--- config.mk ---
export PLATFORM = sky130hd
export DESIGN_NAME = interp_stream_feeder
export DESIGN_NICKNAME = d
export VERILOG_FILES = /design/src/rtl/interp_stream_feeder.sv
export SDC_FILE = /design/constraint.sdc
export NUM_CORES = 1
export LEC_CHECK = 0
export ABC_AREA = 0
export CORE_ASPECT_RATIO = 1.4
export CORE_UTILIZATION = 40
export CTS_BUF_LIST = sky130_fd_sc_hd__clkbuf_8
export DETAILED_ROUTE_END_ITERATION = 8
export PLACE_DENSITY = 0.65
export SETUP_SLACK_MARGIN = 0.5
export SLEW_MARGIN = 0
export SYNTH_ARGS = -nofsm -noshare
export SYNTH_HDL_FRONTEND = slang
export SYNTH_SLANG_ARGS = --single-unit
--- constraint.sdc ---
create_clock -name clk -period 2.5 [get_ports clk]
set_input_delay 0.375 -clock clk [delete_from_list [all_inputs] [get_ports clk]]
set_output_delay 0.375 -clock clk [all_outputs]
set_load 0.1 [all_outputs]
--- src/rtl/interp_stream_feeder.sv ---
// interp_stream_feeder: FIFO-buffered valid/ready wrapper around a combinational LUT interpolator.
// The FIFO head feeds interp_x; interp_y is captured into a stallable output register.
module interp_stream_feeder #(
    parameter int DATA_W     = 8,
    parameter int FIFO_DEPTH = 4,
    parameter int PTR_W      = 2,
    parameter int CNT_W      = 16
) (
    input  logic              clk,
    input  logic              rst,
    input  logic              flush,
    input  logic              in_valid,
    output logic              in_ready,
    input  logic [DATA_W-1:0] in_data,
    output logic [DATA_W-1:0] interp_x,
    input  logic [DATA_W-1:0] interp_y,
    output logic              out_valid,
    input  logic              out_ready,
    output logic [DATA_W-1:0] out_data,
    output logic [PTR_W:0]    fifo_count,
    output logic [CNT_W-1:0]  sample_count
);
    localparam logic [PTR_W:0]   FULL    = (PTR_W+1)'(FIFO_DEPTH);
    localparam logic [PTR_W:0]   OCC_ONE = 1;
    localparam logic [PTR_W-1:0] PTR_ONE = 1;
    localparam logic [CNT_W-1:0] SMP_ONE = 1;

    logic [DATA_W-1:0] r_mem [FIFO_DEPTH];
    logic [PTR_W-1:0]  r_wr, r_rd;
    logic [PTR_W:0]    r_cnt;
    logic              r_out_valid;
    logic [DATA_W-1:0] r_out_data;
    logic [CNT_W-1:0]  r_samples;
    logic              w_push, w_load, w_deliver;

    // No pass-through at full: in_ready ignores a same-cycle pop.
    assign in_ready     = (r_cnt < FULL) && !flush;
    assign w_push       = in_valid && in_ready;
    assign w_load       = (r_cnt != '0) && (!r_out_valid || out_ready);
    assign w_deliver    = r_out_valid && out_ready;
    assign interp_x     = (r_cnt != '0) ? r_mem[r_rd] : '0;
    assign out_valid    = r_out_valid;
    assign out_data     = r_out_data;
    assign fifo_count   = r_cnt;
    assign sample_count = r_samples;

    always_ff @(posedge clk)
        if (w_push) r_mem[r_wr] <= in_data;

    always_ff @(posedge clk or posedge rst)
        if (rst) begin
            r_wr        <= '0;
            r_rd        <= '0;
            r_cnt       <= '0;
            r_out_valid <= 1'b0;
            r_out_data  <= '0;
        end else if (flush) begin
            r_wr        <= '0;
            r_rd        <= '0;
            r_cnt       <= '0;
            r_out_valid <= 1'b0;
            r_out_data  <= '0;
        end else begin
            if (w_push) r_wr <= r_wr + PTR_ONE;
            if (w_load) begin
                r_rd        <= r_rd + PTR_ONE;
                r_out_data  <= interp_y;
                r_out_valid <= 1'b1;
            end else if (w_deliver) r_out_valid <= 1'b0;
            r_cnt <= (w_push && !w_load) ? r_cnt + OCC_ONE :
                     (!w_push && w_load) ? r_cnt - OCC_ONE : r_cnt;
        end

    // Delivered-sample counter survives flush; only rst clears it.
    always_ff @(posedge clk or posedge rst)
        if (rst) r_samples <= '0;
        else if (w_deliver) r_samples <= r_samples + SMP_ONE;
endmodule
## Word level (Yosys, flattened, before mapping)

Memory sizes are Yosys's and may differ from the RTL's.
Cells that the tools add are included.

- Bits in registers: 32
- Bits in writable memories: 32
- Bits of input ports: 21
- Output and inout bits: 37
- Logic and storage cells: 44
- Memories kept: 1

Memories:

| memory | depth | width | read ports | clocked after memory_dff | wr ports | RTL line | RTL |
|---|---|---|---|---|---|---|---|
| r_mem | 4 | 8 | 1 | 0 | 1 | 28 | `logic [DATA_W-1:0] r_mem [FIFO_DEPTH];` |

- Add/subtract/negate cells: 5
- Order comparisons: 1
- Mux-type cells: 15
- Reductions and logical operators: 16

Operators with widths:

| cell | count |
|---|---|
| $mux W8 | 3 |
| $add A16 B1 Y16 const B | 1 |
| $mux W3 | 3 |
| $reduce_bool A3 Y1 | 3 |
| $mux W2 | 4 |
| $logic_and A1 B1 Y1 | 6 |
| $mux W1 | 5 |
| $add A2 B1 Y2 const B | 2 |
| $logic_not A1 Y1 | 4 |
| $reduce_bool A2 Y1 | 2 |
| $add A3 B1 Y3 const B | 1 |
| $lt A3 B3 Y1 const B | 1 |
| $sub A3 B1 Y3 const B | 1 |
| $logic_or A1 B1 Y1 | 1 |

## Longest topological paths before layout

Gate-level depths: netlist of the first run.

- Word-level depth: 8
- Mapped depth: 8
- Mapped depth without buffers: 7

## Worst setup path before layout of the first run

OpenSTA, ideal clock, no wires.

- Path kind: register to output
- Start point: reg r_cnt[2], in the netlist fifo_count[2]
- End point: out in_ready
- Arrival time: 2.209 ns
- Data required time: 2.125 ns
- Slack: -0.084 ns
- Stages on the path, launching flop included: 2
- Path buffers: 0
- Cell sequence: dfrtp_1 -> nor2_1

- Word-level cells in the longest chain between the ends: 2

Ends and longest elaborated chain:

| what | RTL line | RTL |
|---|---|---|
| from (decl) | 30 | `logic [PTR_W:0] r_cnt;` |
| from (signal assigned) | 70 | `r_cnt <= (w_push && !w_load) ? r_cnt + OCC_ONE :` |
| $lt A3 B3 Y1 | 37 | `assign in_ready = (r_cnt < FULL) && !flush;` |
| $logic_and A1 B1 Y1 | 37 |  |
| to (decl) | 13 | `output logic in_ready,` |

No other way between the ends.

## Worst setup path after layout of the first run

- Start point: reg r_rd[0]
- End point: out interp_x[0]

- Word-level cells in the longest chain between the ends: 2

Ends and longest elaborated chain:

| what | RTL line | RTL |
|---|---|---|
| from (decl) | 29 | `logic [PTR_W-1:0] r_wr, r_rd;` |
| from (signal assigned) | 66 | `r_rd <= r_rd + PTR_ONE;` |
| $mem_v2 Z4 W8 | - |  |
| $mux W8 | 41 | `assign interp_x = (r_cnt != '0) ? r_mem[r_rd] : '0;` |
| to (decl) | 15 | `output logic [DATA_W-1:0] interp_x,` |

No other way between the ends.

==> metrics, run 1 <==
status=finished clean; setup_tns=0 ns; clock-pin slew on the worst setup and hold paths=0.07 ns; GRT Total Usage=0.163; yosys warns=0; Synth-to-Final Area Change=37.9%; I/O pin count=58; cells along the critical path=buf_12, mux4_2, and2_4, buf_12; largest family of logic cells by synthesized area=simple AND/OR/NAND/NOR gates; max-cap viol count=0; compound-cell area share of the yosys netlist=0.0250; DR pass1 iterations=4; share of cells above drive strength 1=0.353; asr flop ratio synth=0.500; Final Hold Viols=0; CTS Buf Count=9; Setup Skew=around 0.0078 ns; grt total ovfl=0; Initial Utilization=0.417; Final Max Tran Viols=0; # hold bufs at CTS=0; Avg Synthesized Cell Area=13.7 sq um; CTS Sinks=64; Root Buffer=clkbuf_8; CP startpoint kind=flip-flop; Std-Cell Core Area=6610 sq um; vias post-DR=1,745; Setup crit end kind=output pin; sequential share of the synthesized area=0.639; antenna diode count=0; most common cell after layout, fill and taps aside=buf_4; worst min path class=input port to asynchronous set/reset pin; post-synthesis simple-gate area fraction=0.137; largest net degree at the start of global routing=33; Critical-path top delay cell=mux4_2; Worst-Skew Late Latency=approximately 0.34 ns; final setup fails=0; routability congestion estimate=0.745; Largest stage delay, worst path=0.49 ns; Synth top area share=0.348; CTS Buffer Depth=2; post-synthesis cell type count=35; cell area after synthesis=2760 sq um; row count=35; Final period util=0.822; post-route ant nets=0; crit path kind=flip-flop to output pin; crit path max fanout=8; worst relative slew slack=0.718; routed vias/inst=4.75; number of global-route vias before repair=approximately 1,800; worst path required time=2.12 ns; Area contributors post-synth=edfxtp_1 (35%), dfrtp_1 (29%), mux4_2 (6.5%), xnor2_1 (4.8%), nand2_1 (3.5%); drt initial violations=58; RSZ-0062 raised after global routing=true; Post-synth EDFFs=32; most frequent cells in the layout=buf_4 (34), edfxtp_1 (32), nand2_1 (26), dfrtp_1 (23), clkdlybuf4s50_1 (20); TritonCTS clock tree=done; register bit total from synthesis=64; post-synthesis xor/xnor area fraction=0.0672; mux cell area share after synthesis=0.0803; first-pass GRT wire length=8670 um; dpl hpwl=3700 um; syn_nets=228; drt total wl=about 5300 um; # H-tree levels=3; Most used DFF post-synth=edfxtp_1; Slew @ Worst Pin=0.421 ns; drt drc=0; IO Port Bufs=57; post-synthesis instance total=roughly 200; Synth area leader=edfxtp_1; Wirelength per Cell=roughly 14 um; initial antenna violation count=0; Max Clock Freq=487 MHz; CP Data Arrival Time=1.68 ns; most used cell, CP=buf_12; die outline width=72.2 um; DIE AREA=slightly above 7000 sq um; die height=100 um; Final nets=297; Synth Area in Adders=0.0299; Tmin final=2.06 ns
-- routing by layer --
metal | vias up | track usage | routed length (um)
met1 | 850 | 0.192 | 2150
met4 | 0 | 0.0980 | 136
li1 | 834 | - | -
met5 | - | 0 | 0
met3 | 13 | 0.0361 | 245
met2 | 48 | 0.269 | 2760
-- sequential cells by signal, summed over array words and instances (netlist names) --
register and count:
sample_count 16, r_wr 2, out_data 8, r_rd 2, fifo_count 3, out_valid 1, r_mem 32
-- kinds of logic (layout without fill, tap and decap cells) --
| kind of cell | Yosys count | in the layout |
|---|---|---|
| adders and majority gates | 6 | 6 |
| DFF | 64 | 64 |
| muxes | 11 | 11 |
| buffers and inverters | 13 | 86 |
| AOI/OAI and AO/OA | 13 | 13 |
| and+or+nand+nor | 75 | 76 |
| xor gates and xnor gates | 19 | 19 |
-- stage by stage --
step | cells | setup WS, ns | hold WS, ns | util | instance area (sq um)
finish | 367 | 0.445 | 0.416 | 0.575 | 3800
global route | 367 | 0.384 | 0.486 | 0.575 | 3800
detailed placement | 347 | 0.176 | 0.467 | 0.529 | 3500
floorplan | 201 | 0.418 | 0.474 | - | 2810
CTS | 367 | 0.442 | 0.441 | 0.574 | 3790
global placement | 347 | 0.235 | 0.470 | 0.529 | 3500
-- critical path: cells and delay by family (launching register included) --
kind	cells	cell delay (ns)
muxes	1	0.49
DFF	1	0.39
buffers and inverters	2	0.30
and+or+nand+nor	1	0.16
-- synthesized netlist by cell type (5+ instances only) --
master    count
ha_1          5
a21oi_1      10
xnor2_1      15
nor2_1       11
edfxtp_1     32
and2_1       15
dfrtp_1      32
nand3_1       6
mux4_2        8
inv_1         6
nand2_1      26
-- cell type report --
| type | instances | area, sq um |
|---|---|---|
| Inverter | 6 | 22.5 |
| Timing Repair Buffer | 64 | 656 |
| Clock buffer | 10 | 138 |
| Multi-Input combinational cell | 125 | 991 |
| Tap cell | 92 | 115 |
| Clock inverter | 6 | 101 |
| Fill cell | 548 | 2810 |
| Sequential cell | 64 | 1780 |
-- worst paths after layout --
kind	start	cells past startpoint	end	slack [ns]
min in group clk	sample_count[15]	1	sample_count[15]	0.47
min	rst	3	out_data[0]	0.42
max reg2reg	fifo_count[1]	6	fifo_count[1]	0.56
max	r_rd[0]	4	interp_x[0]	0.44
max in group asynchronous	rst	3	fifo_count[1]	1.75
min reg2reg	sample_count[15]	1	sample_count[15]	0.47
-- what timing repair did --
action / 4_1_cts / 5_1_grt
resized for setup: 10 / 3
pin swaps: 9 / 0
gates cloned: 1 / 0
buffers inserted: 3 / 0
endpoints found under the setup margin: 8 / 18
hold endpoints to repair: 0 / 0
Power of run 1 is left out: the tool's default activity adds up to more than one toggle a clock period on the data nets, which glitch-free logic cannot reach.
==> run 2, diff against run 1 <==
--- a/config.mk
+++ b/config.mk
@@ -10,7 +10,7 @@
 export CORE_UTILIZATION = 40
 export CTS_BUF_LIST = sky130_fd_sc_hd__clkbuf_8
 export DETAILED_ROUTE_END_ITERATION = 8
-export PLACE_DENSITY = 0.65
+export PLACE_DENSITY = 0.68
 export SETUP_SLACK_MARGIN = 0.5
 export SLEW_MARGIN = 0
 export SYNTH_ARGS = -nofsm -noshare
==> constraint.sdc (replaced) <==
create_clock -name clk -period 1.7 [get_ports clk]
set_input_delay 0.255 -clock clk [delete_from_list [all_inputs] [get_ports clk]]
set_output_delay 0.255 -clock clk [all_outputs]
set_load 0.1 [all_outputs]
==> run 2 against run 1 <==
Non-clock buffer count grew 43. Clock-buffer cell count shrank 1. Clock skew shrank 0.0014 ns. Core utilization grew 17 points. Highest routed layer unchanged. Global-route usage grew 2.4 points. Routed wire length grew 35%. The flow now finishes with violations (negative setup slack). Flip-flop and latch count is the same. Die area is the same. Critical path type unchanged. Critical path depth is the same. Cell count grew 11%.
==> metrics, run 2 (same netlist as run 1, synthesis figures left out) <==
dpl cell area=4080 sq um; Setup Skew=0.00637 ns; initial antenna violation count=0; power per cell area=1910 nW/um^2; Tmin final=about 2 ns; I/O pin count=58; GRT Total Usage=0.187; vias post-DR=2,018; # H-tree levels=3; dpl hpwl=3860 um; post-route ant nets=0; routability congestion estimate=0.753; drt total wl=7140 um; Slew @ Worst Pin=between 0.4 and 0.5 ns; CTS Buf Count=9; Worst R2R Path Depth=7; drt initial violations=~140; Std-Cell Core Area=6610 sq um; Final Max Tran Viols=0; Inst Count DP=361; Final period util=1.16; largest net degree at the start of global routing=33; first-pass GRT wire length=10,000 um; footprint of the multi-input gates=around 1300 sq um; CTS Buffer Depth=2; share of cells above drive strength 1=0.640; pre-CTS WS=-0.331 ns; Final Hold Viols=0; Finished Cell Area=4960 sq um; Root Buffer=clkbuf_8; worst relative slew slack=0.720; worst min path class=input port to asynchronous set/reset pin; Non-Filler Instances=409; most frequent cells in the layout=buf_12 (40), edfxtp_1 (32), buf_4 (24), clkdlybuf4s50_1 (19), buf_6 (19); DIE AREA=slightly above 7000 sq um; Critical Path Source=fifo_count[0]; CP startpoint kind=flip-flop; Worst-Skew Late Latency=0.34 ns; RR Startpoint=fifo_count[0]; static leakage=between 2 and 2.5 nW; FF/Latch Area=1820 sq um; switch share=0.454; antenna diode count=0; DR pass1 iterations=4; Synth-to-Final Area Change=79.7%; Worst Slack Setup Final=-0.268 ns; worst path required time=around 1.4 ns; R2R Setup Slk=-0.22 ns; Initial Utilization=0.417; Core Util, Final=0.749; grt total ovfl=0; max reg flops=32; Setup crit end kind=output pin; die height=100 um; Max VDD drop=1.68 mV; total power=9.49 mW; drt drc=0; failing checks=negative setup slack; TritonCTS clock tree=done; die outline width=72.2 um; CP Data Arrival Time=1.71 ns; P_int=5.18 mW; number of global-route vias before repair=roughly 2,000; largest register by flop count=r_mem; clock-pin slew on the worst setup and hold paths=0.07 ns; Wirelength per Cell=between 15 and 20 um; Gate power share=0.627; CTS Sinks=64; Max Clock Freq=508 MHz; Final nets=339; Clock Power Share=0.137; crit path kind=flip-flop to output pin; switching pwr=4.31 mW; crit path max fanout=9; row count=35; Seq pwr share=0.236; IO Port Bufs=57; most common cell after layout, fill and taps aside=buf_12; final setup fails=11; status=finished, violations left; max-cap viol count=0; Filler cells=around 370; routed vias/inst=4.93; RSZ-0062 raised after global routing=true
## run 2: cell types whose count changed in the layout (fill, tap and decap cells not counted), moves of 8 or more
| cell | previous run | this run |
|---|---|---|
| buf_6 | 0 | 19 |
| xnor2_1 | 15 | 5 |
| xnor2_2 | 0 | 10 |
| a21oi_2 | 0 | 8 |
| nand2_4 | 1 | 15 |
| a21oi_1 | 10 | 2 |
| dfrtp_1 | 23 | 14 |
| nand2_1 | 26 | 10 |
| buf_4 | 34 | 24 |
| buf_12 | 10 | 40 |
| dfrtp_4 | 3 | 16 |
## run 2: power groups by stage
stage	Sequential (mW)	Clock, mW	Combinational (mW)
floorplan	3.30	0	2.15
global placement	2.24	0	4.96
detailed placement	2.24	0	5.01
CTS	2.22	1.30	5.60
global route	2.27	1.37	6.16
finish	2.24	1.30	5.95
## run 2: worst max-delay path: stages, from the launching register on
cell     delay, ns
dfrtp_4       0.48
or3_4         0.42
buf_8         0.15
and2_4        0.16
buf_12        0.16
## run 2: cell type report
class | count | share of cell area
clock buffer | 9 | 0.0250
clock inverter | 7 | 0.0146
inverter | 6 | 0.00505
multi-input combinational | 124 | 0.267
sequential | 64 | 0.368
tap | 92 | 0.0232
timing repair buffer | 107 | 0.297
## run 2: metal layers
metal	vias up	track usage	wire length, um
met1	1034	0.215	2770
met5	-	0	0
met2	53	0.319	3950
met3	11	0.0592	292
li1	920	-	-
met4	0	0.0784	122
## run 2: worst paths after layout
check / endpoint
worst max-delay path: interp_x[0]
worst min register to register: sample_count[9]
worst min-delay path: sample_count[14]
max in group asynchronous: sample_count[1]
min in group clk: out_data[6]
worst max register to register: fifo_count[1]
## run 2: what timing repair did
item                                    CTS  global route
endpoints found under the setup margin   93            97
endpoints found under the hold margin     0             0
buffers inserted                         18            13
resized for setup                        59            45
pin swaps                                29            13
hold buffers                              0             0
cloned                                    1             0
## run 2: per-stage QoR
stage	hold WS [ns]	TNS, ns
2_1_floorplan	0.354	-1.41
3_3_place_gp	0.510	-3.95
3_5_place_dp	0.517	-5.05
4_1_cts	0.312	-2.56
5_1_grt	0.343	-3.17
6_report	0.300	-2.54
(Power assumes the default switching activity.)
==> variant 1, RTL diff (flow settings as in run 2) <==
Reset style: synchronous (`rst`), changed in 2 clocked blocks.
--- a/src/rtl/interp_stream_feeder.sv
+++ b/src/rtl/interp_stream_feeder.sv
@@ -49,3 +49,3 @@
 
-    always_ff @(posedge clk or posedge rst)
+    always_ff @(posedge clk)
         if (rst) begin
@@ -74,3 +74,3 @@
     // Delivered-sample counter survives flush; only rst clears it.
-    always_ff @(posedge clk or posedge rst)
+    always_ff @(posedge clk)
         if (rst) r_samples <= '0;
Formal check against the unedited RTL: differs if rst is asserted again (counterexample within 4 cycles, from zero or initial values and one cycle with rst high); with rst held inactive, the same outputs for 10 cycles.
==> variant 1 against run 2 <==
  * The flow still finishes with violations (setup timing)
  * Maximum frequency is 9.5% lower
  * Die area about the same
  * Routed wire length grew 3.7%
  * Sequential power down 19%
  * Power is 30% lower
  * Final cell count rose by 8.3%
  * Worst setup slack worse by 0.21 ns
  * First-iteration DRC count fell by 36%
  * Cell area grew 1.9%
  * Area after synthesis about the same
  * Clock skew grew 0.0012 ns
  * Sequential cell count grew 2
  * Critical path type is now flip-flop to flip-flop
  * Largest power group unchanged
==> variant 1: results (changes against run 2) <==
logic_synthesis:
  synthMuxAreaShare_pct: 6.90  # -1.1 points
  synth_warnings: 0  # unchanged
  synth_top_cells_by_area: "edfxtp_1, dfxtp_1, mux4_2"
  yosys-top-cells-count: "dfxtp_1, edfxtp_1, nand2_1, nor2_1, xor2_1"
  synth_compound_area_share_pct: 5.36  # +2.9 points
  syn_avg_cell_area_um2: 12.6  # -8.3%
  synthFlopType: "dfxtp_1"
  synth-xor-area-share_pct: 5.04  # -1.7 points
  synth_seq_area_share_pct: 59.6  # -4.3 points
  async_reset_ff_share_pct: 0  # -50 points
  synth_cell_types: 36  # +2.9%
  synthAdderAreaFrac_pct: 3.45  # +0.46 points
  syn_nets: 247  # +8.3%
clock_network:
  htree_num_levels: 3  # unchanged
  clock_latency_ns: 0.34  # about the same
placement:
  gp_congestion: 0.699  # -7.2%
  dp_hpwl_um: 3910  # +1.5%
  dpl_cell_area_mm2: 0.00409  # +0.34%
  dp_cells: 380  # +5.3%
  pre_cts_ws_ns: -0.722  # -0.391 ns
worst_setup_path:
  r2r_end: "fifo_count[2]"
  crit_start: "fifo_count[1]"
  crit_arrival_ns: 2.44  # +0.73 ns
  cp-endpoint: "fifo_count[2]"
  cp_max_fo: 2  # -7
  r2r_slack_ns: -0.47  # -0.25 ns
  reg2reg_depth: 9  # +2
pwr:
  switching_share_pct: 37.6  # -7.8 points
  power.density_mw_per_mm2: 1310  # -32%
  leakage_nw: 1.94  # -7.4%
  irDropWorstVdd_mv: 1.16  # -31%
  pwr-share-seq_pct: 27.5  # +3.9 points
  comb-power_mw: 3.38  # -43%
global_route:
  grt_pass1_vias: 2144  # +5.6%
  grtUsageTotal_pct: 19.1  # +0.40 points
  grt_pass1_wl_um: 10400  # +3.8%
  grt_max_degree: 18  # -45%
status:
  outcome: "complete, but fails checks"
  violations: "setup timing"
layout:
  layout-drive-gt1-share_pct: 62.1  # -1.9 points
  nets: 374  # +10%
  stdcell_count: 443  # +8.3%
sta:
  final.setup.tns_ns: -2.64  # -0.0962 ns
  fin_worst_skew_ns: 0.00757  # +0.00120 ns
  setup_viol: 12  # +1
  worst_pin_slew_ns: 0.440  # +0.0199 ns
  layout_setup_ws_ns: -0.474  # -0.206 ns
detailed_routing:
  num_vias: 2206  # +9.3%
  drtPass1Iterations: 5  # +1
  wire_per_inst_um: 16.7  # -4.2%
  drt_iter0_drc: 90  # -36%
hold_path:
  hold_path_class: "input pin to flip-flop"
==> variant 1: cell count changes after synthesis, moves of 4 or more <==
cell and change:
xnor2_1 -11, dfrtp_1 -32, nor2_1 +8, and2_2 +8, o21ai_0 +4, a21oi_2 +8
xor2_1 +7, or3_1 +4, dfxtp_1 +34, and2_1 -10
==> variant 1: critical path, cell delays in order (launching register included) <==
cell and delay, ns:
dfxtp_4 0.34, or3_4 0.39, and2_4 0.18, clkinv_8 0.05
ha_4 0.12, inv_2 0.04, fa_2 0.34, xor2_1 0.18
or3_4 0.34, a21oi_2 0.12
==> variant 1: how the worst min path moves through the flow <==
stage | startpoint | endpoint | slack (ns) | depth (start not counted)
finish | out_ready | sample_count[1] | 0.48 | 4
global route | out_ready | sample_count[1] | 0.49 | 4
CTS | out_ready | sample_count[1] | 0.45 | 4
detailed placement | out_data[0] | out_data[0] | 0.49 | 2
floorplan | in_data[0] | r_mem[0][0] | 0.35 | 0
global placement | out_data[0] | out_data[0] | 0.48 | 2
==> variant 1: layer usage <==
layer / vias up / share of wire [%] / global-route usage (%)
li1: 1034 / - / -
met1: 1086 / 38 / 21.6
met2: 69 / 56 / 32.4
met3: 17 / 3.9 / 5.92
met4: 0 / 2.3 / 9.20
met5: - / 0 / 0
==> variant 1: final cells by class <==
class / count / area, µm²
multi-input combinational: 140 / 1310
clock buffer: 9 / 124
sequential: 66 / 1720
fill: 362 / 1560
clock inverter: 7 / 83.8
tap: 92 / 115
inverter: 4 / 27.5
timing repair buffer: 125 / 1670
==> variant 1: repair_timing <==
action	4_1_cts	5_1_grt
pin swaps	39	14
setup endpoints to repair	76	95
cloned	0	1
buffers inserted	26	20
hold buffers	0	0
gates resized for setup	66	35
==> variant 2, RTL diff (flow settings as in run 2) <==
Without the edit above. Set the parameter `CNT_W` to 14 (it was 16).
--- a/src/rtl/interp_stream_feeder.sv
+++ b/src/rtl/interp_stream_feeder.sv
@@ -6,3 +6,3 @@
     parameter int PTR_W      = 2,
-    parameter int CNT_W      = 16
+    parameter int CNT_W      = 14
 ) (
Interface: changed (resized sample_count); port bits go from 58 to 56. No check against the original RTL was run, so the function may have changed too.
==> variant 2 against run 2 <==
  * The flow still finishes with violations (setup timing)
  * Power shrank 2.2%
  * Core utilization shrank 2.3 points
  * Sequential cell count shrank 2
  * Non-clock buffer count grew 4
  * Routed wire length shrank 2.3%
  * Clock power grew 5%
  * Sequential share of layout area grew 0.34 points
  * Clock skew grew 0.0044 ns
  * Maximum frequency grew 1.4%
  * Area after synthesis shrank 1.9%
  * Worst setup slack gained 0.027 ns
  * Cell area shrank 3.8%
  * Critical path type unchanged
  * Largest cell class unchanged
  * Highest routed layer unchanged
==> variant 2: results (changes against run 2) <==
placement:
  dp_hpwl_um: 3960  # +2.8%
  io_buffers: 55  # -3.5%
  dpl_cell_area_mm2: 0.00398  # -2.5%
  gp_congestion: 0.754  # +0.12%
  pre_cts_ws_ns: -0.247  # +0.0846 ns
  dp_cells: 337  # -6.6%
sta:
  fin_worst_skew_ns: 0.0107  # +0.00438 ns
  setup_viol: 17  # +6
  slew_headroom_pct: 71.5  # -0.49 points
  whs_ns: 0.319  # +0.0185 ns
  final.setup.tns_ns: -2.42  # +0.122 ns
  layout_setup_ws_ns: -0.241  # +0.0265 ns
logic_synthesis:
  synth_compound_area_share_pct: 3.15  # +0.65 points
  syn_avg_cell_area_um2: 13.9  # +1.1%
  synth_cell_types: 38  # +8.6%
  syn_nets: 222  # -2.6%
  synthMuxAreaShare_pct: 7.86  # -0.17 points
  synthAdderAreaFrac_pct: 3.05  # +0.058 points
  synth-xor-area-share_pct: 5.18  # -1.5 points
  synth_seq_area_share_pct: 63.3  # -0.61 points
  synth_top_cells_by_area: "edfxtp_1, dfrtp_1, mux4_2"
  async_reset_ff_share_pct: 48.4  # -1.6 points
  yosys-top-cells-count: "edfxtp_1, dfrtp_1, nand2_1, nor2_1, a21oi_1"
worst_setup_path:
  cpMaxStageDelayCell: "mux4_2"
  r2r-start: "fifo_count[2]"
  crit_start: "r_rd[0]"
  cp_max_fo: 8  # -1
  critPathTopFamily: "multiplexers"
  r2r_slack_ns: -0.17  # +0.05 ns
status:
  outcome: "complete, but fails checks"
  violations: "setup timing"
layout:
  num-fill-cells: 394  # +5.9%
  layout-drive-gt1-share_pct: 61.9  # -2.1 points
  final_design_area_no_fill_mm2: 0.00477  # -3.8%
global_route:
  grt_max_degree: 31  # -6.1%
  antenna_found_initial: 0  # unchanged
  grtUsageTotal_pct: 19.5  # +0.81 points
  gr-usage-met2_pct: 35.3  # +3.4 points
  grt_pass1_vias: 2088  # +2.9%
  grtUsageMet3_pct: 4.36  # -1.6 points
  grtUsageMet1_pct: 21.2  # -0.25 points
  grt_pass1_wl_um: 10300  # +3.0%
detailed_routing:
  drt_iter0_drc: 63  # -55%
  wl_met2_um: 3900  # -1.3%
  num_vias: 2000  # -0.89%
  via_per_inst: 5.14  # +4.2%
  wl_met3_um: 312  # +6.8%
  wl_um: 6970  # -2.3%
  wirelength_met1_um: 2640  # -5.0%
pwr:
  irDropWorstVdd_mv: 1.69  # +0.56%
  switching_power_mw: 4.12  # -4.5%
  pwr-share-comb_pct: 62.0  # -0.7 points
  pg_seq_mw: 2.16  # -4%
  leakage_nw: 1.96  # -6.8%
## variant 2: changes by cell type after synthesis, sizes merged, moves of 2 or more
cell,change
and2,-4
nor3,+3
nor2b,-2
nand2,-4
xnor2,-8
a211oi,+2
dfrtp,-2
xor2,+5
## variant 2: layout make-up
class | count | share of cell area, %
Sequential cell | 62 | 37.1
Timing Repair Buffer | 111 | 30.5
Multi-Input combinational cell | 120 | 25.6
Clock buffer | 9 | 2.60
Tap cell | 74 | 1.94
Clock inverter | 7 | 1.71
Inverter | 6 | 0.472
## variant 2: cells by family (layout without fill, tap and decap cells)
kind of cell | Yosys count | count (layout)
flops | 62 | 62
fa+ha+maj | 6 | 6
mux | 11 | 11
xor+xnor | 16 | 16
compound gates | 14 | 14
simple gates | 73 | 73
buf+inv | 13 | 133
## variant 2: repair_timing
action / 4_1_cts / 5_1_grt
gates resized for setup: 54 / 18
buffers inserted: 19 / 16
setup endpoints to repair: 87 / 95
pin swaps: 34 / 15
gates cloned: 1 / 0
